`src/rtl/ps2_kbd_rx.sv`:
```
// Host-side PS/2 keyboard receiver.
// Synchronises the raw PS/2 clock/data pins, removes glitches from the clock,
// and deserialises 11-bit frames (start, D0..D7, odd parity, stop) into a
// byte-wide scan-code stream. Receive only: the PS/2 lines are never driven.
module ps2_kbd_rx #(
  parameter int unsigned FILTER_LEN     = 8,       // 2..255
  parameter int unsigned TIMEOUT_CYCLES = 100000   // mid-frame idle limit
) (
  input  logic       clk,
  input  logic       reset_i,      // asynchronous, active low
  input  logic       ps2_clk_i,
  input  logic       ps2_data_i,
  output logic [7:0] code_o,
  output logic       strobe_o,
  output logic       err_o,
  output logic       busy_o
);

  localparam int unsigned TW = $clog2(TIMEOUT_CYCLES + 1);
  localparam logic [7:0]    FILT_MAX = 8'(FILTER_LEN - 1);
  localparam logic [TW-1:0] TO_MAX   = TW'(TIMEOUT_CYCLES);

  typedef enum logic [1:0] {
    S_IDLE,
    S_DATA,
    S_PARITY,
    S_STOP
  } state_t;

  // Synchroniser stages; bit 1 is the only copy the rest of the logic sees.
  logic [1:0] clk_sync;
  logic [1:0] data_sync;

  // Clock filter state.
  logic [7:0] filt_cnt;
  logic       clk_filt;
  logic       clk_filt_d;
  logic       fall;

  // Frame assembly state.
  state_t        state;
  logic [2:0]    bit_cnt;
  logic [7:0]    shreg;
  logic          parity_bit;
  logic [TW-1:0] timer;

  // Two-flop synchronisers for both asynchronous pins; idle level is high.
  // NOTE: every clocked register uses <= so all flops update from pre-edge
  // values; blocking assignments here would collapse the synchroniser chain.
  always_ff @(posedge clk or negedge reset_i) begin
    if (!reset_i) begin
      clk_sync  <= 2'b11;
      data_sync <= 2'b11;
    end else begin
      clk_sync  <= {clk_sync[0], ps2_clk_i};
      data_sync <= {data_sync[0], ps2_data_i};
    end
  end

  // Filtered clock only follows the synchronised clock after it has held a
  // new level for FILTER_LEN consecutive cycles; shorter glitches are lost.
  always_ff @(posedge clk or negedge reset_i) begin
    if (!reset_i) begin
      filt_cnt   <= '0;
      clk_filt   <= 1'b1;
      clk_filt_d <= 1'b1;
    end else begin
      clk_filt_d <= clk_filt;
      if (clk_sync[1] != clk_filt) begin
        if (filt_cnt == FILT_MAX) begin
          clk_filt <= clk_sync[1];
          filt_cnt <= '0;
        end else begin
          filt_cnt <= filt_cnt + 8'd1;
        end
      end else begin
        filt_cnt <= '0;
      end
    end
  end

  // Falling edge of the filtered clock; data is sampled in this same cycle.
  assign fall = clk_filt_d & ~clk_filt;

  // Frame FSM with registered outputs and the mid-frame inactivity timer.
  always_ff @(posedge clk or negedge reset_i) begin
    if (!reset_i) begin
      state      <= S_IDLE;
      bit_cnt    <= '0;
      shreg      <= '0;
      parity_bit <= 1'b0;
      timer      <= '0;
      code_o     <= '0;
      strobe_o   <= 1'b0;
      err_o      <= 1'b0;
      busy_o     <= 1'b0;
    end else begin
      // Pulses default low and are raised only in their event cycle.
      strobe_o <= 1'b0;
      err_o    <= 1'b0;

      if (fall) begin
        unique case (state)
          S_IDLE: begin
            // A high data bit on a falling edge is not a start bit: ignore it.
            if (!data_sync[1]) begin
              state   <= S_DATA;
              bit_cnt <= '0;
              busy_o  <= 1'b1;
            end
          end
          S_DATA: begin
            shreg   <= {data_sync[1], shreg[7:1]};
            bit_cnt <= bit_cnt + 3'd1;
            if (bit_cnt == 3'd7) begin
              state <= S_PARITY;
            end
          end
          S_PARITY: begin
            parity_bit <= data_sync[1];
            state      <= S_STOP;
          end
          S_STOP: begin
            // Byte is delivered even when parity or stop bit is wrong.
            state    <= S_IDLE;
            busy_o   <= 1'b0;
            code_o   <= shreg;
            strobe_o <= 1'b1;
            err_o    <= ((^shreg ^ parity_bit) != 1'b1) || !data_sync[1];
          end
          default: begin
            state  <= S_IDLE;
            busy_o <= 1'b0;
          end
        endcase
      end

      // Timer runs only mid-frame; a fall always wins over an expiring timer.
      if (state == S_IDLE) begin
        timer <= '0;
      end else if (fall) begin
        timer <= '0;
      end else if (timer == TO_MAX) begin
        state  <= S_IDLE;
        busy_o <= 1'b0;
        err_o  <= 1'b1;
        timer  <= '0;
      end else begin
        timer <= timer + 1'b1;
      end
    end
  end

endmodule
```
`config.mk`:
```
export PLATFORM = sky130hd
export DESIGN_NAME = ps2_kbd_rx
export DESIGN_NICKNAME = d
export VERILOG_FILES = /design/src/rtl/ps2_kbd_rx.sv
export SDC_FILE = /design/constraint.sdc
export NUM_CORES = 1
export LEC_CHECK = 0
export ABC_CLOCK_PERIOD_IN_PS = 2800
export BUFFER_PORTS_ARGS = -buffer_cell sky130_fd_sc_hd__buf_2
export CELL_PAD_IN_SITES_DETAIL_PLACEMENT = 1
export CELL_PAD_IN_SITES_GLOBAL_PLACEMENT = 1
export CORE_MARGIN = 2
export CORE_UTILIZATION = 35
export DETAILED_ROUTE_END_ITERATION = 8
export PLACE_DENSITY = 0.68
export SLEW_MARGIN = 10
export SYNTH_ARGS = -nofsm -noshare
export SYNTH_HDL_FRONTEND = slang
export SYNTH_SLANG_ARGS = --single-unit
export TNS_END_PERCENT = 50
```
`constraint.sdc`:
```
create_clock -name clk -period 2.8 [get_ports clk]
set_clock_uncertainty 0.15 [all_clocks]
set_input_delay 0.56 -clock clk [delete_from_list [all_inputs] [get_ports clk]]
set_output_delay 0.56 -clock clk [all_outputs]
set_load 0.005 [all_outputs]
```
==> flow_summary.toml, run 1 <==
[pwr]
ir_drop_mv = 0.215
leakage_nw = 1.35
powerDensity_mw_per_mm2 = 632

[logic_synthesis]
yosys.area.top_type = "dfrtp_1"
syn_nets = 243
ys_types = 40
synth_seq_cells = 56
ys_seq_area_share_pct = 53.9
synth_area_leaders = "dfrtp_1 48%, mux2_2 6.9%, dfstp_2 6.0%, ha_1 4.8%, xor2_1 4.4%"
netlist_top_cells_count = "50 x dfrtp_1, 27 x nor2_1, 16 x mux2_2"
yosysMostFrequentCell = "dfrtp_1"
netlist_area_mm2 = 0.00262
synth_ff_type = "dfrtp_1"
yosysWarningCount = 0
synth_edf_count = 0
avgSynthCellArea_um2 = 11.4
synth_cells = 229
synthArstFlopShare_pct = 100
synth_top_area_share_pct = 47.8

[worst_setup_path]
critPathRequiredTime_ns = 2.81
setup.worst_path.start = "timer[0]"
path_max_fanout = 17
rr_startpoint = "timer[0]"
crit_type = "reg2reg"
cp-end-kind = "flop"
rrSetupSlack_ns = 0.61
cp_slowest_cell = "nand2b_1"
cp.arrival_ns = 2.19
critical_path.max_stage_delay_ns = 0.56
start_kind = "flop"
r2r_end = "timer[2]"
rr_worst_depth = 6
crit_path_cell_trace = "inv_1, ha_1, nor4bb_1, and4_1, nand2b_1, nor2_1"
endpoint = "timer[2]"

[die]
fp.dieH_um = 90.4
start_util_pct = 36.1
num_rows = 31
core_mm2 = 0.00725
dieWidth_um = 90.4
ios = 15
dieArea_mm2 = 0.00818

[drt]
drt-total-wl_um = 4650
remaining_drc_errors = 0
dr_total_vias = 1686
drtIter0Drc = 48
drt-pass1-iter-count = 4
ant_nets = 0
vias_per_cell = 4.89
routedWlPerCell_um = 13.5

[clock_tree]
clock_latency_ns = 0.31
cts_resized = 0
cts_made_buffers = 5
h-tree-depth = 2
post_cts_buffers = 0
tritoncts = "done"
numClockSinks = 56
hold_buffers = 0
clock-root-buffer = "clkbuf_8"
path_clk_slew_ns = 0.10
cts_buffer_depth = 2

[sta]
max_freq_mhz = 457
tns_ns = 0
tightest_slew_ns = 0.666
hold_violations = 0
period_share_pct = 78.1
slew_viol_final = 0
period_needed_ns = 2.19
slew_headroom_pct = 55.6
rsz0062_at_grt = "false"
setup_viol = 0

[final_layout]
fin_area_mm2 = 0.00292
fin_util_pct = 40.2
final_net_count = 259
area.growth.synth_to_final_pct = 11.6
register_area_mm2 = 0.00141
fillers = 816
drive_above_1_share_pct = 19.5
antenna_cells = 0
multi_input_area_mm2 = 0.00114

[grt]
antenna_found_initial = 0
grt_pass1_vias = 1795
grt_max_degree = 32
gr-total-overflow = 0
grt_pass1_wl_um = 8710
grt_usage_pct = 13.0

[placed_design]
dp_hpwl_um = 3270
io_buffers = 14
placed_cell_area_mm2 = 0.00280
place.gp.congestion = 0.775

[min_path]
hp-class = "in2async"

[run_status]
status = "finished, final reports clean"

[flow_run]
cap_violations = 0
[layout by cell type, fill, tap and decap left out, types with 9 or more instances in the layout]
master,n
nor2_1,27
xnor2_1,12
nand2_1,12
buf_2,14
ha_1,10
nand3_1,9
xor2_1,13
dfrtp_1,50
mux2_2,16
[worst max-delay path, delay by kind of cell (launching register included)]
kind                     cells  cell delay (ns)
AND/OR/NAND/NOR              4             1.24
flip-flops                   1             0.44
adder cells (fa/ha/maj)      1             0.13
buffers and inverters        1             0.08
[metrics by stage]
stage	hold WS (ns)	std cells	worst slack (ns)	power (W)
floorplan	0.114	229	1.03	0.00123
global placement	0.196	337	0.701	0.00131
detailed placement	0.197	337	0.596	0.00132
CTS	0.117	345	0.571	0.00188
global route	0.129	345	0.393	0.00197
finish	0.102	345	0.614	0.00184
[layer usage]
| layer | share of wire, % | wire length, um | track usage (%) | up-vias |
|---|---|---|---|---|
| li1 | - | - | - | 822 |
| met1 | 47 | 2160 | 16.5 | 836 |
| met2 | 49 | 2270 | 21.8 | 19 |
| met3 | 2.5 | 115 | 2.84 | 9 |
| met4 | 2.2 | 103 | 5.13 | 0 |
| met5 | 0 | 0 | 0 | - |
[layout make-up]
cell class | count | area share [%]
Clock inverter | 2 | 1.33
Timing Repair Buffer | 15 | 3.09
Clock buffer | 6 | 2.83
Tap cell | 99 | 4.25
Sequential cell | 56 | 48.3
Inverter | 8 | 1.03
Multi-Input combinational cell | 159 | 39.2
[registers in the layout, summed over array words and instances (netlist names)]
signal	count
busy_o	1
shreg	8
code_o	8
strobe_o	1
clk_sync	2
clk_filt	1
state	2
err_o	1
data_sync	2
parity_bit	1
bit_cnt	3
timer	17
filt_cnt	8
clk_filt_d	1
[report_power, final]
part | switching (W) | internal (W) | total [W]
registers | 0.0000657 | 0.000888 | 0.000953
clock network | 0.000263 | 0.000293 | 0.000556
logic | 0.000205 | 0.000129 | 0.000334
[logic make-up after synthesis]
logic type / Yosys count / share of synthesized area (%)
fa+ha+maj: 10 / 4.78
simple gates: 85 / 17.2
flops: 56 / 53.9
compound gates: 21 / 5.07
xor+xnor: 26 / 9.23
buf+inv: 14 / 2.39
mux: 17 / 7.46
[how the worst min path moves through the flow]
stage / startpoint / endpoint / cells past startpoint / slack [ns]
global placement: clk_sync[0] / clk_sync[1] / 0 / 0.20
CTS: reset_i / bit_cnt[0] / 1 / 0.12
detailed placement: clk_sync[0] / clk_sync[1] / 0 / 0.20
floorplan: reset_i / bit_cnt[0] / 0 / 0.11
finish: reset_i / bit_cnt[0] / 1 / 0.10
global route: reset_i / bit_cnt[0] / 1 / 0.13
No activity file was read; power rests on OpenSTA's default activity.
==> inputs of run 2 (changes only) <==
- ABC_CLOCK_PERIOD_IN_PS: 2800 -> 1900
- PLACE_DENSITY: 0.68 -> 0.7
- clock period: 2.8 -> 1.9 ns (I/O delays scaled with it)
==> run 2 against run 1 <==
Net effect:
- critical path depth decreased by 3
- global-route usage decreased by 0.16 points
- fmax increased by 20%
- clock-buffer cell count decreased by 1
- critical endpoint is now clk_filt
- routed wire length increased by 4.5%
- core utilization increased by 1.2 points
- sequential share of layout area decreased by 1.4 points
==> flow_summary.toml, run 2 (synthesis results as in run 1) <==
[run_status]
status = "finished, final reports clean"

[die]
ios = 15
start_util_pct = 36.1
num_rows = 31
fp.dieH_um = 90.4
core_mm2 = 0.00725
dieWidth_um = 90.4
dieArea_mm2 = 0.00818

[final_layout]
antenna_cells = 0
regMostFlops = "timer"
largest_reg_flops = 17
drive_above_1_share_pct = 23.6
area.growth.synth_to_final_pct = 14.9
final_common_cell = "dfrtp_1"
final_net_count = 272
final_cell_mix = "50 x dfrtp_1, 27 x nor2_1, 16 x mux2_2"
fin_util_pct = 41.4
fin_area_mm2 = 0.00300

[placed_design]
io_buffers = 14
place.gp.congestion = 0.807
placed_cell_area_mm2 = 0.00286
dp_hpwl_um = 3480
dpl_worst_slack_ns = 0.0629

[drt]
drt-total-wl_um = 4860
drt-pass1-iter-count = 3
vias_per_cell = 4.91
remaining_drc_errors = 0
ant_nets = 0
routedWlPerCell_um = 13.6
dr_total_vias = 1756
drtIter0Drc = 48

[grt]
gr-total-overflow = 0
grt_pass1_vias = 1911
grt_usage_pct = 12.9
grt_pass1_wl_um = 8680
grt_max_degree = 57
antenna_found_initial = 0

[worst_setup_path]
start_kind = "flop"
crit_buf_inv = 0
crit_family = "simple AND/OR/NAND/NOR gates"
path_max_fanout = 4
cp_slowest_cell = "or4_1"
critical_path.max_stage_delay_ns = 0.52
cp-end-kind = "flop"
critPathRequiredTime_ns = 2.00
crit_path_cell_trace = "or4_1, or3_4, mux2_4"
cp.arrival_ns = 1.93
crit_type = "reg2reg"

[flow_run]
cap_violations = 0

[clock_tree]
clock_latency_ns = 0.31
tritoncts = "done"
cts_made_buffers = 5
clock-root-buffer = "clkbuf_8"
cts_buffer_depth = 2
h-tree-depth = 2
path_clk_slew_ns = 0.11
numClockSinks = 56

[sta]
max_freq_mhz = 547
setup_viol = 0
slew_viol_final = 0
tightest_slew_ns = 0.369
finalWorstSetupSlack_ns = 0.0712
slew_headroom_pct = 74.7
period_share_pct = 96.3
fin_hold_ws_ns = 0.213
hold_violations = 0
period_needed_ns = 1.83
rsz0062_at_grt = "true"

[pwr]
leakage_nw = 1.40
power.total_w = 0.00266
ir_drop_mv = 0.326
powerDensity_mw_per_mm2 = 887

[min_path]
hp-class = "reg2reg"
-- run 2: changes by cell type in the layout (fill, tap and decap cells not counted) --
cell,previous run,this run
and4_1,3,2
nor4bb_1,3,2
clkinv_2,0,1
dlygate4sd3_1,0,3
nand2_2,0,1
bufinv_16,1,0
nand2_1,12,11
buf_4,0,10
and4_4,0,1
inv_6,0,1
clkbuf_8,6,5
nor4bb_2,0,1
-- run 2: timing repair --
item                                   CTS  global route
endpoints found under the hold margin   52             0
hold buffers                             3             0
gates resized for setup                  0             4
setup endpoints to repair                0            23
buffers inserted                         0             1
-- run 2: worst paths after layout --
| check | start | end | slack [ns] | depth (start not counted) |
|---|---|---|---|---|
| max | filt_cnt[4] | clk_filt | 0.07 | 3 |
| min | clk_sync[0] | clk_sync[1] | 0.21 | 0 |
| max reg2reg | filt_cnt[4] | clk_filt | 0.07 | 3 |
| min reg2reg | clk_sync[0] | clk_sync[1] | 0.21 | 0 |
| max in group asynchronous | reset_i | clk_sync[0] | 0.85 | 3 |
| min in group asynchronous | reset_i | bit_cnt[0] | 0.44 | 3 |
-- run 2: report_power, final --
group / internal [W] / switching (W) / total (W)
clock: 0.000265 / 0.000407 / 0.000673
combinational: 0.000254 / 0.000342 / 0.000596
sequential: 0.00131 / 0.0000865 / 0.00139
total: 0.00183 / 0.000836 / 0.00266
-- run 2: area by class of cell --
class                   count  area (um2)
clock buffers               5        68.8
clock inverters             3        22.5
fillers                   822        4250
inverters                   8        30.0
multi-input cells         159        1150
flip-flops and latches     56        1410
well taps                  99         124
repair buffers             28         195
-- run 2: metal layers --
layer  vias up  track usage [%]  wire, um
met2        19             22.3      2380
met5         -                0         0
li1        849                -         -
met4         0             4.36        81
met1       879             16.1      2290
met3         9             2.59       108
-- run 2: metrics by stage --
stage,instances,setup TNS (ns)
after floorplan,229,0
after global placement,346,0
after global routing,358,-0.00299
after detailed placement,346,0
after CTS,357,0
final,358,0
==> inputs of run 3 (changes only) <==
--- a/config.mk
+++ b/config.mk
@@ -13,4 +13,5 @@
 export CORE_UTILIZATION = 35
 export DETAILED_ROUTE_END_ITERATION = 8
+export MAX_ROUTING_LAYER = met4
 export PLACE_DENSITY = 0.7
 export SLEW_MARGIN = 10
==> constraint.sdc (replaced) <==
create_clock -name clk -period 1.9 [get_ports clk]
set_clock_uncertainty 0.15 [all_clocks]
set_input_delay 0.38 -clock clk [delete_from_list [all_inputs] [get_ports clk]]
set_output_delay 0.38 -clock clk [all_outputs]
set_load 0.01 [all_outputs]
==> run 3 against run 2 <==
Net effect:
- critical path depth is the same
- first-iteration DRC count unchanged
- via count is essentially flat
- sequential share of layout area unchanged
==> flow_summary.toml, run 3 (synthesis results as in run 1) <==
[pwr]
ir_drop_mv = 0.326
powerDensity_mw_per_mm2 = 888
leakage_nw = 1.40

[clock_tree]
cts_buffer_depth = 2
tritoncts = "done"
h-tree-depth = 2
numClockSinks = 56
path_clk_slew_ns = 0.11
clock_latency_ns = 0.31
cts_made_buffers = 5
clock-root-buffer = "clkbuf_8"

[die]
start_util_pct = 36.1
ios = 15
dieWidth_um = 90.4
fp.dieH_um = 90.4
num_rows = 31
core_mm2 = 0.00725
dieArea_mm2 = 0.00818

[drt]
drtIter0Drc = 48
routedWlPerCell_um = 13.6
vias_per_cell = 4.90
drt-pass1-iter-count = 3
drt-total-wl_um = 4860
dr_total_vias = 1755
ant_nets = 0
remaining_drc_errors = 0

[sta]
hold_violations = 0
tns_ns = 0
rsz0062_at_grt = "true"
period_share_pct = 96.2
max_freq_mhz = 547
setup_viol = 0
slew_viol_final = 0
slew_headroom_pct = 74.7
tightest_slew_ns = 0.369
period_needed_ns = 1.83

[final_layout]
fin_util_pct = 41.4
area.growth.synth_to_final_pct = 14.9
largest_reg_flops = 17
regMostFlops = "timer"
drive_above_1_share_pct = 23.6
final_common_cell = "dfrtp_1"
antenna_cells = 0
fin_area_mm2 = 0.00300
final_net_count = 272
final_cell_mix = "50 x dfrtp_1, 27 x nor2_1, 16 x mux2_2"

[grt]
antenna_found_initial = 0
gr-total-overflow = 0
grt_pass1_vias = 1910
grt_max_degree = 57
grt_usage_pct = 13.3
grt_pass1_wl_um = 8680

[worst_setup_path]
cp.arrival_ns = 1.93
setup.worst_path.start = "filt_cnt[4]"
rr_startpoint = "filt_cnt[4]"
critPathRequiredTime_ns = 2.00
crit_type = "reg2reg"
start_kind = "flop"
cp-end-kind = "flop"
path_max_fanout = 4
rrSetupSlack_ns = 0.07

[run_status]
status = "finished, final reports clean"

[placed_design]
place.gp.congestion = 0.819
placed_cell_area_mm2 = 0.00286
dp_hpwl_um = 3480
io_buffers = 14

[flow_run]
cap_violations = 0

[min_path]
hp-class = "reg2reg"
worstHoldStart = "clk_sync[0]"
-- run 3: cell counts in the layout (fill, tap and decap cells not counted) --
No cell type changed its count.
-- run 3: cell type report --
cell class              count  area, um2
well taps                  99        124
clock inverters             3       22.5
flip-flops and latches     56       1410
fillers                   822       4250
clock buffers               5       68.8
inverters                   8       30.0
repair buffers             28        195
multi-input cells         159       1150
-- run 3: critical path, stage by stage (launching register included) --
cell	delay [ns]
dfrtp_1	0.42
or4_1	0.52
or3_4	0.36
mux2_4	0.31
-- run 3: worst paths after layout --
check | endpoint | cells after the start
max | clk_filt | 3
min | clk_sync[1] | 0
max reg2reg | clk_filt | 3
min reg2reg | clk_sync[1] | 0
max in group asynchronous | clk_sync[0] | 3
min in group asynchronous | bit_cnt[0] | 3
-- run 3: metal layers --
metal	track usage, %	vias to the layer above	wire length (um)
met4	4.36	0	81
met5	-	-	0
met3	2.59	9	108
li1	-	848	-
met2	22.3	19	2380
met1	16.1	879	2290
-- run 3: per-stage QoR --
step	setup slack [ns]	hold slack [ns]	total power [W]	instances
final	0.0713	0.213	0.00267	358
after global routing	-0.00299	0.221	0.00284	358
after CTS	0.0505	0.214	0.00272	357
after detailed placement	0.0629	0.197	0.00203	346
after global placement	0.0917	0.197	0.00200	346
after floorplan	0.133	-0.0656	0.00181	229
-- run 3: report_power, final --
part	internal, W	switching, W
Clock	0.000265	0.000407
Combinational	0.000254	0.000347
Sequential	0.00131	0.0000865
-- run 3: timing repair --
| item | CTS | global route |
|---|---|---|
| hold buffers | 3 | 0 |
| resized for setup | 0 | 4 |
| endpoints found under the setup margin | 0 | 23 |
| setup buffers | 0 | 1 |
| hold endpoints to repair | 52 | 0 |
